==> config.mk <==
export PLATFORM = sky130hd
export DESIGN_NAME = ghash_sequencer_flat
export DESIGN_NICKNAME = d
export VERILOG_FILES = /design/src/rtl/ghash_sequencer_if.sv /design/src/rtl/ghash_sequencer.sv /design/src/flat_wrapper.sv
export SDC_FILE = /design/constraint.sdc
export NUM_CORES = 1
export LEC_CHECK = 0
export BUFFER_PORTS_ARGS = -buffer_cell sky130_fd_sc_hd__buf_2
export CORE_AREA = 3 3 357 359
export CTS_CLUSTER_DIAMETER = 200
export CTS_CLUSTER_SIZE = 12
export DETAILED_ROUTE_END_ITERATION = 7
export DIE_AREA = 0 0 360 362
export REMOVE_ABC_BUFFERS = 1
export SLEW_MARGIN = 10
export SYNTH_ARGS = -nofsm -noshare
export SYNTH_HDL_FRONTEND = slang
export SYNTH_SLANG_ARGS = --single-unit
==> constraint.sdc <==
create_clock -name clk -period 3.4 [get_ports clk]
set_input_delay 1.02 -clock clk [delete_from_list [all_inputs] [get_ports clk]]
set_output_delay 1.02 -clock clk [all_outputs]
set_load 0.03 [all_outputs]
==> src/rtl/ghash_sequencer_if.sv <==
// rtl/ghash_sequencer_if.sv - block stream, ghash core and result signals of the ghash sequencer
interface ghash_sequencer_if;
  logic         start;
  logic [127:0] h_key;
  logic         in_valid;
  logic         in_ready;
  logic [127:0] in_data;
  logic         in_type;
  logic [4:0]   in_bytes;
  logic         in_last;
  logic [127:0] gh_data;
  logic [127:0] gh_hkey;
  logic [127:0] gh_yprev;
  logic [127:0] gh_yout;
  logic         s_valid;
  logic [127:0] s_data;
  logic         busy;
  logic         err;

  modport slave (
    input  start, h_key, in_valid, in_data, in_type, in_bytes, in_last, gh_yout,
    output in_ready, gh_data, gh_hkey, gh_yprev, s_valid, s_data, busy, err
  );

  modport master (
    output start, h_key, in_valid, in_data, in_type, in_bytes, in_last, gh_yout,
    input  in_ready, gh_data, gh_hkey, gh_yprev, s_valid, s_data, busy, err
  );
endinterface

==> src/rtl/ghash_sequencer.sv <==
// rtl/ghash_sequencer.sv - feeds AAD/ciphertext blocks and the length block through an external ghash core
module ghash_sequencer #(
  parameter int LEN_W = 32
) (
  input  logic              clk,
  input  logic              rst_n,
  ghash_sequencer_if.slave  bus
);

  localparam int SW = LEN_W + 1;

  typedef enum logic [1:0] {IDLE, ABSORB, LEN, DONE} state_t;

  state_t             state_q, state_d;
  logic [127:0]       y_q, y_d;
  logic [127:0]       h_q, h_d;
  logic [127:0]       s_data_q, s_data_d;
  logic [LEN_W-1:0]   len_a_q, len_a_d;
  logic [LEN_W-1:0]   len_c_q, len_c_d;
  logic               seen_c_q, seen_c_d;
  logic               err_q, err_d;
  logic               s_valid_q, s_valid_d;

  logic [4:0]         bytes_eff;
  logic [127:0]       data_masked;
  logic [SW-1:0]      len_sum;

  assign bytes_eff = (bus.in_bytes > 5'd16) ? 5'd16 : bus.in_bytes;

  always_comb begin
    data_masked = '0;
    for (int i = 0; i < 16; i++) begin
      if (5'(i) < bytes_eff) data_masked[127-8*i -: 8] = bus.in_data[127-8*i -: 8];
    end
  end

  // One adder serves both counters; the carry out is the wrap indication.
  assign len_sum = {1'b0, (bus.in_type ? len_c_q : len_a_q)} + SW'({bytes_eff, 3'b000});

  always_ff @(posedge clk or negedge rst_n) begin
    if (!rst_n) begin
      state_q   <= IDLE;
      y_q       <= '0;
      h_q       <= '0;
      s_data_q  <= '0;
      len_a_q   <= '0;
      len_c_q   <= '0;
      seen_c_q  <= 1'b0;
      err_q     <= 1'b0;
      s_valid_q <= 1'b0;
    end else begin
      state_q   <= state_d;
      y_q       <= y_d;
      h_q       <= h_d;
      s_data_q  <= s_data_d;
      len_a_q   <= len_a_d;
      len_c_q   <= len_c_d;
      seen_c_q  <= seen_c_d;
      err_q     <= err_d;
      s_valid_q <= s_valid_d;
    end
  end

  always_comb begin
    state_d   = state_q;
    y_d       = y_q;
    h_d       = h_q;
    s_data_d  = s_data_q;
    len_a_d   = len_a_q;
    len_c_d   = len_c_q;
    seen_c_d  = seen_c_q;
    err_d     = err_q;
    s_valid_d = 1'b0;
    if (bus.start) begin
      state_d  = ABSORB;
      h_d      = bus.h_key;
      y_d      = '0;
      s_data_d = '0;
      len_a_d  = '0;
      len_c_d  = '0;
      seen_c_d = 1'b0;
      err_d    = 1'b0;
    end else begin
      case (state_q)
        ABSORB: begin
          if (bus.in_valid) begin
            if (bytes_eff != 5'd0) begin
              y_d = bus.gh_yout;
              if (bus.in_type) len_c_d = len_sum[LEN_W-1:0];
              else             len_a_d = len_sum[LEN_W-1:0];
              if (len_sum[LEN_W]) err_d = 1'b1;
            end
            // Ordering faults are flagged but the block is still absorbed.
            if (!bus.in_type && seen_c_q) err_d = 1'b1;
            if (!bus.in_last && bytes_eff != 5'd0 && bytes_eff != 5'd16) err_d = 1'b1;
            if (bus.in_bytes > 5'd16) err_d = 1'b1;
            if (bus.in_type) seen_c_d = 1'b1;
            if (bus.in_last) state_d = LEN;
          end
        end
        LEN: begin
          y_d       = bus.gh_yout;
          s_data_d  = bus.gh_yout;
          s_valid_d = 1'b1;
          state_d   = DONE;
        end
        default: ;
      endcase
    end
  end

  always_comb begin
    bus.in_ready = (state_q == ABSORB);
    bus.busy     = (state_q == ABSORB) || (state_q == LEN);
    bus.gh_hkey  = h_q;
    bus.gh_yprev = y_q;
    bus.s_valid  = s_valid_q;
    bus.s_data   = s_data_q;
    bus.err      = err_q;
    case (state_q)
      ABSORB:  bus.gh_data = data_masked;
      LEN:     bus.gh_data = {64'(len_a_q), 64'(len_c_q)};
      default: bus.gh_data = '0;
    endcase
  end

endmodule

==> src/flat_wrapper.sv <==
// flat-port wrapper written by rule: the top's interface ports become plain ports
module ghash_sequencer_flat 
#(
  parameter int LEN_W = 32
)
  (clk, rst_n, bus_start, bus_h_key, bus_in_valid, bus_in_data, bus_in_type, bus_in_bytes, bus_in_last, bus_gh_yout, bus_in_ready, bus_gh_data, bus_gh_hkey, bus_gh_yprev, bus_s_valid, bus_s_data, bus_busy, bus_err);
  ghash_sequencer_if bus_i ();
  input  logic clk;
  input  logic rst_n;
  input wire logic [$bits(bus_i.start)-1:0] bus_start;
  input wire logic [$bits(bus_i.h_key)-1:0] bus_h_key;
  input wire logic [$bits(bus_i.in_valid)-1:0] bus_in_valid;
  input wire logic [$bits(bus_i.in_data)-1:0] bus_in_data;
  input wire logic [$bits(bus_i.in_type)-1:0] bus_in_type;
  input wire logic [$bits(bus_i.in_bytes)-1:0] bus_in_bytes;
  input wire logic [$bits(bus_i.in_last)-1:0] bus_in_last;
  input wire logic [$bits(bus_i.gh_yout)-1:0] bus_gh_yout;
  output wire logic [$bits(bus_i.in_ready)-1:0] bus_in_ready;
  output wire logic [$bits(bus_i.gh_data)-1:0] bus_gh_data;
  output wire logic [$bits(bus_i.gh_hkey)-1:0] bus_gh_hkey;
  output wire logic [$bits(bus_i.gh_yprev)-1:0] bus_gh_yprev;
  output wire logic [$bits(bus_i.s_valid)-1:0] bus_s_valid;
  output wire logic [$bits(bus_i.s_data)-1:0] bus_s_data;
  output wire logic [$bits(bus_i.busy)-1:0] bus_busy;
  output wire logic [$bits(bus_i.err)-1:0] bus_err;
  assign bus_i.start = bus_start;
  assign bus_i.h_key = bus_h_key;
  assign bus_i.in_valid = bus_in_valid;
  assign bus_i.in_data = bus_in_data;
  assign bus_i.in_type = bus_in_type;
  assign bus_i.in_bytes = bus_in_bytes;
  assign bus_i.in_last = bus_in_last;
  assign bus_i.gh_yout = bus_gh_yout;
  assign bus_in_ready = bus_i.in_ready;
  assign bus_gh_data = bus_i.gh_data;
  assign bus_gh_hkey = bus_i.gh_hkey;
  assign bus_gh_yprev = bus_i.gh_yprev;
  assign bus_s_valid = bus_i.s_valid;
  assign bus_s_data = bus_i.s_data;
  assign bus_busy = bus_i.busy;
  assign bus_err = bus_i.err;
  ghash_sequencer #(.LEN_W(LEN_W)) u_core (.clk(clk), .rst_n(rst_n), .bus(bus_i));
endmodule
; Word-level counts from Yosys, hierarchy flattened
; Cells that the tools add are included.
[classes]
add_sub_neg = 1
n_mul = 0
div = 0
n_lt_le_gt_ge = 17
n_eq_ne = 7
shifts = 0
muxes = 53
bitwise = 0
reduce_logical = 21
[ops]
columns = operator, n
row1 = $mux 128, 5
row2 = $pmux 128 s2, 2
row3 = $mux 32, 11
row4 = $mux 8, 16
row5 = $lt 4x5->1 const A, 8
row6 = $add 32x8->33, 1
row7 = $lt 3x5->1 const A, 4
row8 = $reduce_bool 5->1, 3
row9 = $mux 1, 14
row10 = $reduce_and 4->1, 3
row11 = $lt 1x5->1 const A, 2
row12 = $lt 2x5->1 const A, 2
row13 = $reduce_bool 2->1, 5
row14 = $reduce_and 3->1, 3
row15 = $mux 2, 3
row16 = $ne 3x3->1 const B, 2
row17 = $gt 5x5->1 const B, 1
row18 = $mux 5, 1
row19 = $ne 5x5->1 const B, 1
row20 = $pmux 2 s2, 1
row21 = $logic_and 1x1->1, 3
row22 = $ne 3x2->1 const B, 1
row23 = $reduce_bool 3->1, 1
row24 = $eq 2x1->1 const B, 1
row25 = 4 further kinds, 5
[word_totals]
ff_bits = 453
latchBits = 0
ram_bits = 0
romBits = 0
in_bits = 395
out_inout_bits = 516
word_cells = 108
mem_count = 0

; Longest topological paths before layout
; Gate-level depths: netlist of run 1.
[depth]
ltp_word = 11
depth_mapped = 13

; Worst setup path before layout of run 1
; OpenSTA, ideal clock, no wires.
[synth_path]
kind = input -> register
start = input port bus_in_type
end = register u_core.len_a_q[11]
arrival_ns = 3.821
t_required_ns = 3.322
path_slack_ns = -0.499
cell_stages = 11
cell_sequence = buf_6 -> buf_6 -> buf_2 -> buf_1 -> mux2_2 -> ha_1 -> and4b_1 -> a221oi_2 -> maj3_1 -> or4_1 -> a21oi_1
[synth_via]
elab_chain_len = 7
word_cells_on_any_way = 9
classes_between = add/sub (1) / eq/ne (1) / mux (6) / reduce/logical (1)
[synth_lines]
columns = element, line_no
row1 = "start, declared", flat_wrapper.sv:14  ; input wire logic [$bits(bus_i.in_type)-1:0] bus_in_type;
row2 = $mux 32, ghash_sequencer.sv:38  ; assign len_sum = {1'b0, (bus.in_type ? len_c_q : len_a_q)} + SW'({bytes_eff, 3'b000});
row3 = $add 32x8->33, ghash_sequencer.sv:38
row4 = $mux 32, ghash_sequencer.sv:89  ; if (bus.in_type) len_c_d = len_sum[LEN_W-1:0];
row5 = $mux 32, ghash_sequencer.sv:87  ; if (bytes_eff != 5'd0) begin
row6 = $mux 32, ghash_sequencer.sv:86  ; if (bus.in_valid) begin
row7 = $mux 32, ghash_sequencer.sv:84  ; case (state_q)
row8 = $mux 32, ghash_sequencer.sv:74  ; if (bus.start) begin
row9 = "end signal, assigned", ghash_sequencer.sv:56  ; len_a_q <= len_a_d;
row10 = "end, declared", ghash_sequencer.sv:18  ; logic [LEN_W-1:0] len_a_q, len_a_d;
; Several ways; a longest one is shown, not always the timed one. The select of a mux whose other input is x is not followed.
; A chain may end at the register's enable or synchronous reset.

; Final worst setup path of run 1
[layout_path]
start = input port bus_in_bytes[1]
end = output port bus_gh_data[14]
[layout_via]
elab_chain_len = 5
[layout_lines]
columns = element, line_no
row1 = "start, declared", flat_wrapper.sv:15  ; input wire logic [$bits(bus_i.in_bytes)-1:0] bus_in_bytes;
row2 = $gt 5x5->1, ghash_sequencer.sv:28  ; assign bytes_eff = (bus.in_bytes > 5'd16) ? 5'd16 : bus.in_bytes;
row3 = $mux 5 (*), ghash_sequencer.sv:28
row4 = $lt 4x5->1 (*), ghash_sequencer.sv:33  ; if (5'(i) < bytes_eff) data_masked[127-8*i -: 8] = bus.in_data[127-8*i -: 8];
row5 = $mux 8 (*), ghash_sequencer.sv:33
row6 = $pmux 128 s2 (*), ghash_sequencer.sv:120  ; case (state_q)
row7 = "end, declared", flat_wrapper.sv:19  ; output wire logic [$bits(bus_i.gh_data)-1:0] bus_gh_data;
; Mark *: on every way between the ends. The rest lies on a longest branch, timed or not.

==> load_flow_metrics.sql, run 1 <==
INSERT INTO impl_metrics (metric_group, metric, value, unit) VALUES
('status', 'outcome', 'finished, violations left', ''),
('status', 'failed_checks', 'negative setup slack', ''),
('power', 'cellLeakagePower', '14.0', 'nW'),
('synthesis', 'synthFlopType', 'dfrtp_1', ''),
('cells_and_area', 'count_of_filler_cells_inserted_in_the_layout', '13500', ''),
('critical_path', 'worst_ep_arrival_time', '2.38', 'ns'),
('clock_tree', 'cts_root_buffer', 'clkbuf_16', ''),
('clock_tree', 'cts_htree_levels', '2', ''),
('floorplanning', 'initial_utilization', '0.167', ''),
('critical_path', 'critical_path.max_fanout', '6', ''),
('global_route', 'gr-usage-all-layers', '0.135', ''),
('critical_path', 'setup.worst_path.class', 'input pin to primary output', ''),
('clock_tree', 'worstSkewPairLatency', '0.60', 'ns'),
('synthesis', 'ys_seq_elements', '453', ''),
('synthesis', 'yosys.cell_types.count', '63', ''),
('timing', 'max_slew.worst_pin.slew', '0.848', 'ns'),
('placed_design', 'post-dp-hpwl', '73700', 'um'),
('global_route', 'grt_antenna_before_repair', '36', ''),
('synthesis', 'number_of_enable_flip_flop_cells_after_synthesis', '0', ''),
('critical_path', 'crit_path_frequent_cell', 'buf_4', ''),
('critical_path', 'timing.reg2reg.setup_slack', '0.74', 'ns'),
('clock_tree', 'clock_tree_from_tritoncts', 'done', ''),
('synthesis', 'synth.avg_cell_area', '10.6', 'sq um'),
('timing', 'final.setup.worst_slack', '-0.00308', 'ns'),
('floorplanning', 'placementRows', '129', ''),
('critical_path', 'r2r-start', 'u_core.len_c_q[6]$_DFFE_PN0P_', ''),
('detailed_routing', 'drt-pass1-iter-count', '5', ''),
('timing', 'max_slew_margin', '0.435', ''),
('placed_design', 'dpl_cell_area', '28100', 'sq um'),
('cells_and_area', 'total_area_of_multi_input_combinational_cells', '9060', 'sq um'),
('cells_and_area', 'area_grow_syn2layout', '42.7', '%'),
('critical_path', 'regToRegEndpoint', 'u_core.len_c_q[30]$_DFFE_PN0P_', ''),
('timing', 'setup_repair_after_global_routing_missed_its_margin', 'yes', ''),
('timing', 'final_min_period_over_clock_period', '1.00', ''),
('synthesis', 'synthesis.area', '20700', 'sq um'),
('cells_and_area', 'layout-drive-gt1-share', '0.445', ''),
('floorplanning', 'pin_count', '911', ''),
('detailed_routing', 'highest_layer', 'met5', ''),
('critical_path', 'cp-endpoint', 'bus_gh_data[14]', ''),
('floorplanning', 'dieHeight', '362', 'um'),
('worst_hold_path', 'timing.hold.worst.class', 'input pin to asynchronous set/reset pin', ''),
('global_route', 'wire_length_of_the_first_global_routing_pass', '132000', 'um'),
('detailed_routing', 'remaining_routing_drc_violations', '0', ''),
('synthesis', 'async_flop_share', '1.00', ''),
('synthesis', 'seq_area_frac_synth', '0.546', ''),
('synthesis', 'synth.yosys.warnings', '0', ''),
('power', 'power.density', '479', 'nW/um^2'),
('detailed_routing', 'route.vias.total', '18500', ''),
('detailed_routing', 'met3_wire_length', '8520', 'um'),
('placed_design', 'globalplace.congestion', '0.920', ''),
('floorplanning', 'fp.coreArea', '124000', 'sq um'),
('cells_and_area', 'layout.area.seq', '11300', 'sq um'),
('timing', 'timing_max_transition_violations_final', '0', ''),
('critical_path', 'r2r.worst_path.cells', '8', ''),
('power', 'ir_worst_vdd', '0.000294', 'V'),
('clock_tree', 'cts.clk_slew.worst_paths', '0.06', 'ns'),
('placed_design', 'place.port_buffers', '910', ''),
('timing', 'layout_min_cycle_time', '3.40', 'ns'),
('detailed_routing', 'avgRoutedWirePerCell', '20.1', 'um'),
('critical_path', 'timing.critical_path.cells', 'buf_2 -> nand2_1 -> buf_4 -> a21boi_2 -> o21a_1 -> buf_6 -> a22oi_1 -> nor2_1 -> buf_4', ''),
('cells_and_area', 'final_nets', '3300', ''),
('timing', 'hold_slack', '0.398', 'ns'),
('detailed_routing', 'route.antenna.remaining_nets', '0', ''),
('timing', 'setup_viol_count_final', '1', ''),
('detailed_routing', 'met1Wirelength', '38100', 'um'),
('floorplanning', 'full_die_area', '130000', 'sq um'),
('timing', 'tns', '-0.00308', 'ns'),
('clock_tree', 'tritoncts_sink_count', '453', ''),
('critical_path', 'timing.critical_path.slowest_cell_delay', '0.21', 'ns'),
('global_route', 'grt_start_max_net_pins', '91', ''),
('synthesis', 'post_synth_inst_count', '1949', '');
==> placed cells by master (no fill, tap or decap), types with 5 or more instances in the layout <==
cell | netlist | layout
nand2_1 | 170 | 169
o21ai_0 | 149 | 149
or3_1 | 20 | 18
buf_12 | 0 | 26
nor2_2 | 0 | 5
inv_1 | 9 | 6
a31oi_1 | 7 | 6
o31ai_1 | 9 | 9
a21oi_1 | 50 | 46
a2111oi_1 | 6 | 6
mux2i_1 | 134 | 134
nor3_1 | 6 | 6
or4_1 | 7 | 7
nand2b_1 | 130 | 130
buf_6 | 2 | 6
diode_2 | 0 | 9
and2_1 | 67 | 67
nand3_1 | 21 | 21
mux2_1 | 6 | 6
a22oi_2 | 2 | 14
nand4_1 | 12 | 12
clkbuf_4 | 0 | 13
nor2_1 | 231 | 222
nand3b_1 | 10 | 10
buf_4 | 2 | 121
a22oi_1 | 68 | 56
buf_2 | 22 | 869
nor2b_1 | 34 | 33
mux2_2 | 154 | 154
a211oi_1 | 8 | 8
dfrtp_1 | 453 | 452
clkbuf_16 | 0 | 43
==> how the worst min path moves through the flow <==
stage                                         from                             endpoint  slack (ns)  cells after the start
2_1_floorplan        u_core.len_c_q[6]$_DFFE_PN0P_        u_core.len_c_q[6]$_DFFE_PN0P_        0.46                      2
3_3_place_gp   u_core.bus.gh_yprev[13]$_DFFE_PN0P_  u_core.bus.gh_yprev[13]$_DFFE_PN0P_        0.46                      2
3_5_place_dp   u_core.bus.gh_yprev[29]$_DFFE_PN0P_  u_core.bus.gh_yprev[29]$_DFFE_PN0P_        0.46                      2
4_1_cts                                      rst_n   u_core.bus.gh_hkey[72]$_DFFE_PN0P_        0.37                      1
5_1_grt                                      rst_n  u_core.bus.gh_hkey[111]$_DFFE_PN0P_        0.39                      1
6_report                                     rst_n  u_core.bus.gh_hkey[111]$_DFFE_PN0P_        0.40                      1
==> layer usage <==
metal | vias up | GRT usage
li1 | 8592 | -
met1 | 9034 | 0.171
met2 | 766 | 0.219
met3 | 133 | 0.0461
met4 | 6 | 0.0332
met5 | - | 0
==> state kept, by name, indices dropped and copies added (netlist names) <==
name,count
u_core.bus.gh_hkey,128
u_core.bus.err,1
u_core.len_a_q,32
u_core.bus.gh_yprev,128
u_core.bus.s_valid,1
u_core.seen_c_q,1
u_core.bus.s_data,128
u_core.len_c_q,32
u_core.state_q,2
==> power breakdown <==
group / switching [mW] / leakage (nW) / total, mW / internal, mW
clock network: 2.14 / 0.558 / 4.40 / 2.26
registers: 0.206 / 5.90 / 5.96 / 5.75
logic: 2.58 / 7.60 / 3.84 / 1.26
total: 4.93 / 14.0 / 14.2 / 9.26
==> cell usage after synthesis (3+ instances only) <==
library cell	n	area, sq um
nand2_1	170	638
mux2_2	154	1730
mux2i_1	134	1340
o21a_1	4	30.0
a31oi_1	7	43.8
a21boi_1	3	22.5
a211o_1	3	26.3
buf_1	20	75.1
and2_1	67	419
nand4_1	12	75.1
nor2_1	231	867
nand3b_1	10	75.1
mux2_1	6	67.6
a21o_1	4	30.0
buf_2	22	110
o21ai_0	149	746
dfrtp_1	453	11300
a22oi_1	68	510
a21oi_1	50	250
inv_1	9	33.8
nor2b_1	34	213
a211oi_1	8	60.1
ha_1	6	75.1
clkbuf_1	86	323
nand2b_1	130	813
nand3_1	21	105
o31ai_1	9	67.6
or3_1	20	125
a2111oi_1	6	60.1
or4_1	7	52.6
nor3_1	6	30.0
==> metrics by stage <==
| step | utilization | power (mW) |
|---|---|---|
| after detailed placement | 0.226 | 9.79 |
| after CTS | 0.237 | 14.4 |
| after global placement | 0.226 | 9.76 |
| after global routing | 0.238 | 14.9 |
| final | 0.239 | 14.2 |
| after floorplan | - | 8.09 |
==> worst max-delay path, delay by kind of cell <==
family | cells | cell delay (ns)
AND/OR/NAND/NOR | 2 | 0.26
AO/OA/AOI/OAI | 3 | 0.43
buffers and inverters | 4 | 0.66
==> logic make-up after synthesis <==
logic type,count (synthesis),synth area share
compound gates,329,0.0975
xor+xnor,4,0.00169
fa+ha+maj,8,0.00458
buf+inv,141,0.0279
flops,453,0.546
mux,294,0.152
simple gates,720,0.170
==> timing repair <==
item                                    CTS  global route
pin swaps                                 6             9
endpoints found under the setup margin  120           100
gates resized for setup                  48            46
buffers inserted                          3             2
hold buffers                              0             0
==> layout make-up <==
| cell class | instances | area share |
|---|---|---|
| Timing Repair Buffer | 1037 | 0.202 |
| Inverter | 9 | 0.00114 |
| Clock buffer | 43 | 0.0363 |
| Antenna cell | 9 | 0.000761 |
| Multi-Input combinational cell | 1355 | 0.306 |
| Tap cell | 1637 | 0.0692 |
| Sequential cell | 453 | 0.383 |
| Clock inverter | 4 | 0.00182 |
(Power assumes the default switching activity.)
==> inputs of run 2 (changes only) <==
- BUFFER_PORTS_ARGS: -buffer_cell sky130_fd_sc_hd__buf_2 -> default
- CORE_AREA: 3 3 357 359 -> 3 3 349 351
- DIE_AREA: 0 0 360 362 -> 0 0 352 354
- DONT_BUFFER_PORTS: default -> 1
==> load_flow_metrics.sql, run 2 (synthesis results as in run 1) <==
INSERT INTO impl_metrics (metric_group, metric, value, unit) VALUES
('power', 'clock_power_share', '0.334', ''),
('timing', 'achievable-frequency', '296', 'MHz'),
('timing', 'timing_max_transition_violations_final', '0', ''),
('global_route', 'grt_antenna_before_repair', '39', ''),
('clock_tree', 'cts.clk_slew.worst_paths', '0.07', 'ns'),
('global_route', 'grt_start_max_net_pins', '479', ''),
('cells_and_area', 'final_nets', '2401', ''),
('cells_and_area', 'final_common_cell', 'dfrtp_1', ''),
('clock_tree', 'clock_tree_from_tritoncts', 'done', ''),
('detailed_routing', 'drt-pass1-iter-count', '6', ''),
('cells_and_area', 'layout.area.seq', '11300', 'sq um'),
('critical_path', 'critical_path.max_fanout', '7', ''),
('clock_tree', 'cts_buffers', '43', ''),
('placed_design', 'post-dp-hpwl', '62400', 'um'),
('timing', 'layout_min_cycle_time', '3.38', 'ns'),
('flow_run', 'max_cap_viol_count', '0', ''),
('timing', 'setup_repair_after_global_routing_missed_its_margin', 'yes', ''),
('detailed_routing', 'avgRoutedWirePerCell', '22.6', 'um'),
('timing', 'tns', '0', 'ns'),
('cells_and_area', 'count_of_filler_cells_inserted_in_the_layout', '13000', ''),
('floorplanning', 'initial_utilization', '0.174', ''),
('floorplanning', 'pin_count', '911', ''),
('detailed_routing', 'remaining_routing_drc_violations', '0', ''),
('clock_tree', 'cts_htree_levels', '2', ''),
('power', 'internal-power', '8.81', 'mW'),
('cells_and_area', 'layoutNonFillerInstCount', '3618', ''),
('detailed_routing', 'drt-vias-per-instance', '4.12', ''),
('cells_and_area', 'total_area_of_multi_input_combinational_cells', '9020', 'sq um'),
('clock_tree', 'tritoncts_sink_count', '453', ''),
('clock_tree', 'worstSkewPairLatency', '0.60', 'ns'),
('floorplanning', 'dieHeight', '354', 'um'),
('global_route', 'wire_length_of_the_first_global_routing_pass', '114000', 'um'),
('floorplanning', 'full_die_area', '125000', 'sq um'),
('status', 'outcome', 'complete, no violations', ''),
('floorplanning', 'placementRows', '127', ''),
('power', 'power.share.combinational', '0.153', ''),
('power', 'ir_worst_vdd', '0.000298', 'V'),
('timing', 'clock_skews', '0.0203', 'ns'),
('placed_design', 'numPlacedInstances', '3563', ''),
('floorplanning', 'die_w', '352', 'um'),
('cells_and_area', 'layout-drive-gt1-share', '0.200', ''),
('global_route', 'first_global_vias', '14500', ''),
('cells_and_area', 'area_grow_syn2layout', '19.3', '%'),
('timing', 'number_of_hold_violations_in_the_final_report', '0', ''),
('power', 'power.density', '535', 'nW/um^2'),
('detailed_routing', 'route.antenna.remaining_nets', '0', ''),
('global_route', 'gr-usage-all-layers', '0.124', ''),
('clock_tree', 'clock_tree.buffer_depth', '3', ''),
('critical_path', 'worst_ep_arrival_time', '2.36', 'ns'),
('power', 'power.share.switching', '0.336', ''),
('placed_design', 'globalplace.congestion', '0.900', ''),
('power', 'sequentialPowerShare', '0.513', ''),
('detailed_routing', 'route.vias.total', '14900', ''),
('critical_path', 'setup.worst_path.class', 'flop to primary output', ''),
('critical_path', 'endpoint_type_of_the_worst_setup_path', 'primary output', ''),
('timing', 'max_slew.worst_pin.slew', '1.26', 'ns'),
('power', 'switching_power', '4.45', 'mW'),
('detailed_routing', 'final_routed_wirelength_across_all_metal_layers', '81800', 'um'),
('timing', 'max_slew_margin', '0.159', ''),
('placed_design', 'place.port_buffers', '0', ''),
('cells_and_area', 'fin_util', '0.207', ''),
('critical_path', 'worstSetupStartpointType', 'flop', ''),
('cells_and_area', 'mostFrequentLayoutCells', 'dfrtp_1, nor2_1, nand2_1, mux2_2, o21ai_0', ''),
('critical_path', 'worstPathRequired', '2.38', 'ns'),
('timing', 'final_min_period_over_clock_period', '0.994', ''),
('power', 'cellLeakagePower', '10.1', 'nW'),
('clock_tree', 'cts_root_buffer', 'clkbuf_16', ''),
('detailed_routing', 'detail_route.iter0.violations', '1266', ''),
('worst_hold_path', 'timing.hold.worst.class', 'input pin to asynchronous set/reset pin', ''),
('timing', 'setup_viol_count_final', '0', ''),
('clock_tree', 'cts_hold_repair.buffers', '0', ''),
('global_route', 'overflow', '0', ''),
('floorplanning', 'fp.coreArea', '119000', 'sq um');
==> run 2: changes by cell type in the layout (fill, tap and decap cells not counted), moves of 4 or more <==
cell      previous run  this run
buf_12              26        12
and2_2               0        19
and2_1              67        44
and2_4               0         4
a22oi_1             56        62
clkbuf_4            13         0
diode_2              9         4
buf_2              869         1
a22oi_2             14         8
==> run 2: power groups by stage <==
stage                     registers (mW)  logic, mW  clock network (mW)
after floorplan                     6.74       1.35                   0
after global placement              6.91       1.91                   0
after detailed placement            6.91       1.93                   0
after CTS                           6.82       2.01                4.64
after global routing                6.85       2.18                4.84
final                               6.80       2.03                4.42
==> run 2: per-layer routing <==
layer,global-route usage,routed length (um),part of all wire,up-vias
met5,0,34,0.00042,-
met3,0.0661,10200,0.12,129
met2,0.201,38100,0.47,736
li1,-,-,-,6783
met4,0.0230,1620,0.020,6
met1,0.146,31800,0.39,7252
==> run 2: timing repair <==
action | in CTS | in global routing
setup endpoints to repair | 121 | 84
gates resized for setup | 41 | 24
setup buffers | 4 | 1
cloned | 1 | 0
pin swaps | 2 | 6
==> run 2: path summary, 6_finish.rpt <==
| check | to | slack [ns] | depth (start not counted) | start |
|---|---|---|---|---|
| max in group asynchronous | u_core.bus.gh_hkey[112]$_DFFE_PN0P_ | 2.25 | 0 | rst_n |
| min in group clk | u_core.len_a_q[2]$_DFFE_PN0P_ | 0.50 | 1 | u_core.len_a_q[2]$_DFFE_PN0P_ |
| max | bus_gh_data[13] | 0.02 | 10 | u_core.state_q[1]$_DFFE_PN0P_ |
| min reg2reg | u_core.len_a_q[2]$_DFFE_PN0P_ | 0.50 | 1 | u_core.len_a_q[2]$_DFFE_PN0P_ |
| min | u_core.bus.s_data[102]$_DFFE_PN0N_ | 0.1 | 0 | rst_n |
| max reg2reg | u_core.len_c_q[23]$_DFFE_PN0P_ | 0.58 | 9 | u_core.len_c_q[3]$_DFFE_PN0P_ |
==> run 2: final cells by class <==
cell class                 count  share of cell area
timing repair buffer         138              0.0487
antenna                        4            0.000404
tap                         1612              0.0815
multi-input combinational   1355               0.364
sequential                   453               0.458
inverter                       9             0.00136
clock inverter                 4             0.00217
clock buffer                  43              0.0435
==> run 2: metrics by stage <==
step                area (sq um)  power [mW]  hold slack, ns  setup slack (ns)
finish                     24800        13.3          0.0960            0.0198
global route               24800        13.9          0.0361           -0.0811
CTS                        24700        13.5          0.0343           -0.0823
detailed placement         23400        8.84           0.489            -0.176
global placement           23400        8.81           0.486            -0.160
floorplan                  20200        8.09           0.464             -7.64
==> run 2: critical path, stage by stage, from the launching register on <==
cell      delay [ns]
dfrtp_1         0.39
inv_2           0.07
ha_4            0.14
buf_12          0.14
o21a_1          0.15
a21boi_4        0.20
o21a_4          0.17
buf_6           0.12
a22oi_1         0.07
nor2_1          0.14
buf_4           0.18
